## src/rtl/i2s_pkg.sv

```systemverilog
// Shared I2S receive constants: sample width, synchronizer depth, deserializer state codes
// and the packed FIFO entry layout {channel, sample}.
package i2s_pkg;
    localparam int I2S_SAMPLE_WIDTH = 24;
    localparam int I2S_SYNC_STAGES  = 2;

    localparam logic [1:0] I2S_ST_IDLE = 2'd0;
    localparam logic [1:0] I2S_ST_SYNC = 2'd1;
    localparam logic [1:0] I2S_ST_RUN  = 2'd2;

    typedef struct packed {
        logic                        lr;
        logic [I2S_SAMPLE_WIDTH-1:0] dat;
    } sample_t;
endpackage

```

## src/rtl/i2s_rx_fifo.sv

```systemverilog
// Sample FIFO, 25-bit entries, DEPTH deep (power of two); head readable combinationally.
// A push on full is dropped unless a pop happens in the same cycle; flush empties it in one cycle.
module i2s_rx_fifo #(
    parameter int DEPTH = 4
) (
    input  logic        clk,
    input  logic        rst,
    input  logic        flush,
    input  logic        push,
    input  logic [24:0] push_dat,
    input  logic        pop,
    output logic [24:0] pop_dat,
    output logic        full,
    output logic        empty
);
    localparam int AW = $clog2(DEPTH);

    logic [24:0]   mem [DEPTH];
    logic [AW-1:0] wr_ptr;
    logic [AW-1:0] rd_ptr;
    logic [AW:0]   count;
    logic          do_push;
    logic          do_pop;

    assign full    = (count == (AW+1)'(DEPTH));
    assign empty   = (count == '0);
    assign do_pop  = pop && !empty;
    assign do_push = push && (!full || do_pop);
    assign pop_dat = mem[rd_ptr];

    always_ff @(posedge clk) begin
        if (!rst || flush) begin
            wr_ptr <= '0;
            rd_ptr <= '0;
            count  <= '0;
        end else begin
            if (do_push) wr_ptr <= wr_ptr + 1'b1;
            if (do_pop)  rd_ptr <= rd_ptr + 1'b1;
            count <= count + (AW+1)'(do_push) - (AW+1)'(do_pop);
        end
    end

    // Storage needs no reset: the head is only visible while the FIFO is non-empty.
    always_ff @(posedge clk) begin
        if (do_push) mem[wr_ptr] <= push_dat;
    end
endmodule

```

## src/rtl/i2s_reader.sv

```systemverilog
// I2S receiver: 2-flop synchronizers, bit-clock edge detect (3 clk pin-to-detect), deserializer, sample FIFO.
// Consumer pops with valid/ack; a push on a full FIFO without a pop is dropped and sets sticky overflow. I2S_READER_STATS_EN adds sample_count.
module i2s_reader
    import i2s_pkg::*;
#(
    parameter int FIFO_DEPTH = 4
) (
    input  logic        clk,
    input  logic        rst,
    input  logic        enable,
    input  logic        i2s_clock,
    input  logic        i2s_lr,
    input  logic        i2s_data,
    output logic [23:0] audio_data,
    output logic        audio_lr_bit,
    output logic        audio_data_valid,
    input  logic        audio_data_ack,
    output logic        overflow
`ifdef I2S_READER_STATS_EN
    ,
    output logic [31:0] sample_count
`endif
);
    localparam int SM = I2S_SYNC_STAGES - 1;

    logic [SM:0] clk_sync;
    logic [SM:0] lr_sync;
    logic [SM:0] dat_sync;
    logic        clk_prev;
    logic        bit_rise;
    logic        lr_s;
    logic        dat_s;

    logic [1:0]                  state;
    logic                        primed;
    logic                        last_lr;
    logic [4:0]                  bit_cnt;
    logic [I2S_SAMPLE_WIDTH-1:0] word;
    logic [I2S_SAMPLE_WIDTH-1:0] word_next;
    logic                        lr_change;

    logic    push;
    logic    pop;
    logic    full;
    logic    empty;
    sample_t push_dat;
    sample_t head;

    always_ff @(posedge clk) begin
        if (!rst) begin
            clk_sync <= '0;
            lr_sync  <= '0;
            dat_sync <= '0;
            clk_prev <= 1'b0;
        end else begin
            clk_sync <= {clk_sync[SM-1:0], i2s_clock};
            lr_sync  <= {lr_sync[SM-1:0], i2s_lr};
            dat_sync <= {dat_sync[SM-1:0], i2s_data};
            clk_prev <= clk_sync[SM];
        end
    end

    assign bit_rise  = clk_sync[SM] && !clk_prev;
    assign lr_s      = lr_sync[SM];
    assign dat_s     = dat_sync[SM];
    assign lr_change = (lr_s != last_lr);

    // Bits land at their MSB-first position so short slots come out zero-filled.
    always_comb begin
        word_next = word;
        if (bit_cnt < 5'(I2S_SAMPLE_WIDTH))
            word_next[5'(I2S_SAMPLE_WIDTH - 1) - bit_cnt] = dat_s;
    end

    always_ff @(posedge clk) begin
        if (!rst) begin
            state   <= I2S_ST_IDLE;
            primed  <= 1'b0;
            last_lr <= 1'b0;
            bit_cnt <= '0;
            word    <= '0;
        end else if (!enable) begin
            state   <= I2S_ST_IDLE;
            primed  <= 1'b0;
            bit_cnt <= '0;
            word    <= '0;
        end else begin
            case (state)
                I2S_ST_IDLE: begin
                    primed <= 1'b0;
                    state  <= I2S_ST_SYNC;
                end
                I2S_ST_SYNC: begin
                    // The first edge only records LR; a slot boundary needs a prior reference.
                    if (bit_rise) begin
                        primed  <= 1'b1;
                        last_lr <= lr_s;
                        if (primed && lr_change) state <= I2S_ST_RUN;
                    end
                end
                I2S_ST_RUN: begin
                    if (bit_rise) begin
                        last_lr <= lr_s;
                        if (lr_change) begin
                            bit_cnt <= '0;
                            word    <= '0;
                        end else begin
                            word <= word_next;
                            if (bit_cnt < 5'(I2S_SAMPLE_WIDTH)) bit_cnt <= bit_cnt + 5'd1;
                        end
                    end
                end
                default: state <= I2S_ST_IDLE;
            endcase
        end
    end

    // The bit on the LR-change edge is the LSB of the slot being closed.
    assign push         = enable && (state == I2S_ST_RUN) && bit_rise && lr_change;
    assign push_dat.lr  = last_lr;
    assign push_dat.dat = word_next;
    assign pop          = audio_data_valid && audio_data_ack;

    i2s_rx_fifo #(
        .DEPTH(FIFO_DEPTH)
    ) u_fifo (
        .clk      (clk),
        .rst      (rst),
        .flush    (!enable),
        .push     (push),
        .push_dat (push_dat),
        .pop      (pop),
        .pop_dat  (head),
        .full     (full),
        .empty    (empty)
    );

    assign audio_data_valid = !empty;
    assign audio_data       = empty ? '0 : head.dat;
    assign audio_lr_bit     = empty ? 1'b0 : head.lr;

    always_ff @(posedge clk) begin
        if (!rst || !enable) overflow <= 1'b0;
        else if (push && full && !pop) overflow <= 1'b1;
    end

`ifdef I2S_READER_STATS_EN
    always_ff @(posedge clk) begin
        if (!rst || !enable) sample_count <= '0;
        else if (push && (!full || pop)) sample_count <= sample_count + 32'd1;
    end
`endif
endmodule

```

## config.mk

```make
export PLATFORM = sky130hd
export DESIGN_NAME = i2s_reader
export DESIGN_NICKNAME = d
export VERILOG_FILES = /design/src/rtl/i2s_pkg.sv /design/src/rtl/i2s_rx_fifo.sv /design/src/rtl/i2s_reader.sv
export SDC_FILE = /design/constraint.sdc
export NUM_CORES = 1
export LEC_CHECK = 0
export BUFFER_PORTS_ARGS = -buffer_cell sky130_fd_sc_hd__clkbuf_2
export CAP_MARGIN = 15
export CORE_MARGIN = 2
export CORE_UTILIZATION = 65
export CTS_CLUSTER_SIZE = 40
export DETAILED_ROUTE_END_ITERATION = 7
export HOLD_SLACK_MARGIN = 0.03
export PLACE_DENSITY = 0.87
export SLEW_MARGIN = 20
export SYNTH_ARGS = -nofsm -noshare
export SYNTH_HDL_FRONTEND = slang
export SYNTH_SLANG_ARGS = --single-unit
```

## constraint.sdc

```tcl
create_clock -name clk -period 4.7 [get_ports clk]
set_input_delay 0.47 -clock clk [delete_from_list [all_inputs] [get_ports clk]]
set_output_delay 0.47 -clock clk [all_outputs]
set_load 0.02 [all_outputs]
```

Word level (Yosys, flattened, before mapping). Memory sizes are Yosys's and may differ from the RTL's. A register that Yosys moved wholly into a read port is not among the register bits. Cells that the tools add are included.

Bits in registers: 48. Bits in writable memories: 100. Input port bits: 7. Output and inout port bits: 27. Logic and storage cells: 78. Memories kept: 1.

Memories: u_fifo.mem (words 4, width 25, read ports 1, clocked after memory_dff 1, wr ports 1, RTL line i2s_rx_fifo.sv:18) `logic [24:0] mem [DEPTH];`.

Add/subtract/negate cells: 6. Magnitude comparators: 3. Equal/unequal tests: 6. Multiplexer cells: 18. Bitwise operators: 1. Reduce and logical (&&, ||, !) cells: 30.

Operator list (number): $mux 24 (3); $bwmux 24 (1); $logic_and 1x1->1 (11); $mux 5 (2); $reduce_and 3->1 (3); $mux 2 (4); $logic_not 1->1 (6); $lt 5x6->1 const B (1); $pmux 2 s3 (1); $reduce_and 2->1 (3); $add 5x1->5 const B (1); $demux 1 s5 (1); $ge 5x1->1 const B (1); $lt 5x5->1 const B (1); $mux 1 (5); $sub 5x5->5 const A (1); $add 2x1->2 const B (2); $ne 2x2->1 const B (2); $reduce_bool 2->1 (2); $add 3x1->3 (1); $eq 3x3->1 const B (1); $logic_not 3->1 (1); $sub 3x1->3 (1); $eq 2x1->1 const B (1); 7 further kinds (8).

Longest topological paths before layout.
Word-level depth: 8. Mapped depth: 10. Mapped depth without buffers: 10.

By module. Synthesis repeated with hierarchy kept, for this count alone.

Cell total of the unflattened synthesis: 408. Area total of the unflattened synthesis: 6447.4 µm².

Modules (own cells, without submodules): i2s_rx_fifo (times used 1, cells an instance 181, area an instance 4073.9 µm², sequential area each 3183.1 µm²); i2s_reader (times used 1, cells an instance 227, area an instance 2373.5 µm², sequential area each 820.8 µm²).

Worst setup path before layout. No wires, ideal clock.

Path kind: reg2reg. Start point: reg state[0]. End point: mem u_fifo.mem[0][0] (enable). Library setup time: 0.384 ns. Data arrival time: 1.864 ns. Data required time: 4.316 ns. Slack: 2.452 ns. Cell stages (with the launch flop): 6. Path buffers: 0. Period minus slack after synthesis: 2.248 ns. Path through: dfxtp_1 inv_1 ha_1 nand3b_1 nor4_4 and2_1.

Cells in the longest elaborated chain, start to end: 7.

Ends and longest elaborated chain: start: declaration (RTL line i2s_reader.sv:34) `logic [1:0] state;`; start signal: assignment (RTL line i2s_reader.sv:77) `state <= I2S_ST_IDLE;`; start signal: assignment (RTL line i2s_reader.sv:83) `state <= I2S_ST_IDLE;`; start signal: assignment (RTL line i2s_reader.sv:91) `state <= I2S_ST_SYNC;`; $eq 2x2->1 (RTL line i2s_reader.sv:119) `assign push = enable && (state == I2S_ST_RUN) && bit_rise && lr_change;`; $logic_and 1x1->1 (3 in a row) (RTL line i2s_reader.sv:119); $logic_and 1x1->1 (RTL line i2s_rx_fifo.sv:28) `assign do_push = push && (!full || do_pop);`; via u_fifo.do_push (RTL line i2s_rx_fifo.sv:22) `logic do_push;`; $mux 1 (RTL line i2s_rx_fifo.sv:45) `if (do_push) mem[wr_ptr] <= push_dat;`; $mux 1 (implied by the code) (RTL line i2s_rx_fifo.sv:45); end: declaration (RTL line i2s_rx_fifo.sv:18).

The timed path passes the listed nets, and every way through them passes these cells.

==> metrics <==
outcome finished, final reports clean; fillers 580; Int Pwr 2.16 mW; synthesis-to-layout area growth 11.7%; P_sw 0.532 mW; drt pass-1 iters 4; Clock Sinks 150; synth top area cells edfxtp_1 (47%), dfxtp_1 (16%), mux4_2 (8.8%), a32o_1 (3.7%), mux2_2 (2.8%); CTS max path bufs 2; Initial Util 66.2%; worst-margin pin slew 1.01 ns; area of the multi-input gates 2170 um2; antenna violations before repair 0; worst vdd ir 0.305 mV; Post-Syn Area 6410 um2; combinational power share 0.8%; Final Cycle Share 57.0%; DRT Wirelength 11.9 mm; Slew Limit Fails 0; area of the die 10700 um2; Post-CTS Setup Inserts 0; crit-path cells buf_4, mux4_2, nor2b_1, clkbuf_2; CP arrival 2.21 ns; commonest register cell after synthesis edfxtp_1; Flop pwr share 51.9%; largest net degree at the start of global routing 36; sw frac 19.8%; Nets 450; critical path class register to primary output; Yosys top cell area share 46.9%; num ports 34; sequential area share after synthesis 62.5%; Final Hold Violating Endpoints 0; Clock power frac 47.3%; #FFs+latches synth 150; die width 103 um; fmax 373 MHz; # hold bufs at CTS 0; routed len/inst 20.6 um; Post-synth EDFFs 100; via count 3566; leading cell types in the layout, fill and taps excluded edfxtp_1 (100), dfxtp_1 (49), clkbuf_2 (33); CTS clk-pin slew, worst paths 0.06 ns; hpwl dp 6.83 mm; Syn Area/Cell 15.9 um2; Port Buffers 33; power per cell area 376 nW/um2; slowest cell on the critical path mux4_2; final clock skew 0.00547 ns; RSZ-0062 raised after global routing false; kind of end point of the critical path primary output; vias per cell 6.20; Pleak 2.64 nW; post-CTS resize count 0; diode count 0; Net Count, Synth 425; Clock Latency Late Sink 0.54 ns; worst stage delay on the critical path 0.58 ns; CTS tree built; GRT Util Overall 24.7%; critical path launch point type register; drc violations 0; gp weighted congestion 0.769; Syn Inst Count 404; Async SR Flop Fraction 0%; Reg area 4010 um2; hold crit path type input pin to register; Fin Hold WS 0.138 ns; Worst slew margin 32.6%; Synth Warn # 0; Max-cap violations 0; total CTS buffers 17; Inst Count DP 543; Cell variety after synth 51; post-route antenna net violation count 0; worst-path fanout max 25; row cnt 36; vias in the first global route 3562; dominant cell type by area after synthesis edfxtp_1; layout cells sized above 1 27.8%; Non-Filler Instances 575; gr ovfl total 0; Final setup violation count 0; wire length of the first global-routing pass 18.8 mm; Worst EP required 4.23 ns; Final min period 2.68 ns; Core Box Area 9680 um2; initial DRC count 337; H-tree Lvls 4; die height 103 um; commonest non-fill, non-tap cell in the layout edfxtp_1; root buffer cell clkbuf_8; TNS Setup 0 ns
## flip-flops by register name, summed over array words and instances (netlist names), named ones only
name and count:
dat_sync 2, u_fifo.wr_ptr 2, last_lr 1, u_fifo.count 3
clk_prev 1, u_fifo.mem 100, clk_sync 2, u_fifo.rd_ptr 2
bit_cnt 5, overflow 1, state 2, primed 1
lr_sync 2, word 24
## metrics by stage
step | cell area, um2 | total power, mW | utilization (%) | setup WS [ns]
floorplan | 6410 | 1.44 | - | 2.45
global placement | 6580 | 1.44 | 68.0 | 1.84
detailed placement | 6590 | 1.45 | 68.0 | 2.12
CTS | 7160 | 2.70 | 73.9 | 1.97
global route | 7160 | 2.76 | 73.9 | 1.83
finish | 7160 | 2.69 | 73.9 | 2.02
## power by group through the flow
stage          logic (mW)  registers, mW  clock network, mW
6_report           0.0207           1.40               1.27
5_1_grt            0.0231           1.40               1.33
4_1_cts            0.0206           1.40               1.28
3_5_place_dp       0.0206           1.43                  0
3_3_place_gp       0.0197           1.42                  0
2_1_floorplan      0.0154           1.42                  0
## path summary, 6_finish.rpt
kind | to | slack (ns) | cells past startpoint | startpoint
min | lr_sync[0] | 0.14 | 2 | i2s_lr
min reg2reg | lr_sync[1] | 0.44 | 1 | lr_sync[0]
max | audio_data[21] | 2.02 | 4 | register
max reg2reg | u_fifo.count[2] | 2.09 | 11 | state[0]
## synthesized netlist by cell type, types with 2 or more instances
library cell / number
and2_1: 13
buf_2: 12
nor4bb_1: 9
mux2i_1: 4
mux4_2: 25
nand3_1: 2
nor4b_1: 3
edfxtp_1: 100
ha_1: 13
inv_1: 13
nand4b_1: 9
dfxtp_1: 50
nor2_1: 6
a41oi_1: 2
nor4b_2: 2
o21ai_0: 2
nor3_1: 4
buf_4: 4
nand2_1: 10
clkbuf_1: 8
a32o_1: 24
mux2_2: 16
nand3b_1: 3
and4bb_1: 2
and3_1: 2
a21oi_1: 2
mux2_1: 5
mux2_4: 3
nor2b_1: 25
buf_6: 6
xor2_1: 3
nand4_1: 2
o22ai_1: 2
## layer usage
layer | GRT usage [%] | part of all wire, %
met1 | 31.3 | 42
met5 | 0 | 0
met3 | 6.79 | 5.2
met4 | 10.3 | 1.9
met2 | 40.5 | 51
## cell families after synthesis
group	share of synthesized area [%]
adders and majority gates	2.85
DFF	62.5
AOI/OAI and AO/OA	5.72
muxes	13.8
buffers and inverters	3.75
and+or+nand+nor	10.8
xor gates and xnor gates	0.547
## critical path, delay by kind of cell, from the launching register on
family,cells,cell delay [ns]
buffers and inverters,2,0.58
and+or+nand+nor,1,0.16
DFF,1,0.31
muxes,1,0.58
## final cells by class
class	count	area share, %
timing repair buffer	37	2.73
clock inverter	11	1.36
multi-input combinational	210	30.4
clock buffer	21	6.57
inverter	13	0.682
tap	133	2.33
sequential	150	56.0
Note: power is estimated with default switching activity, not from simulation.
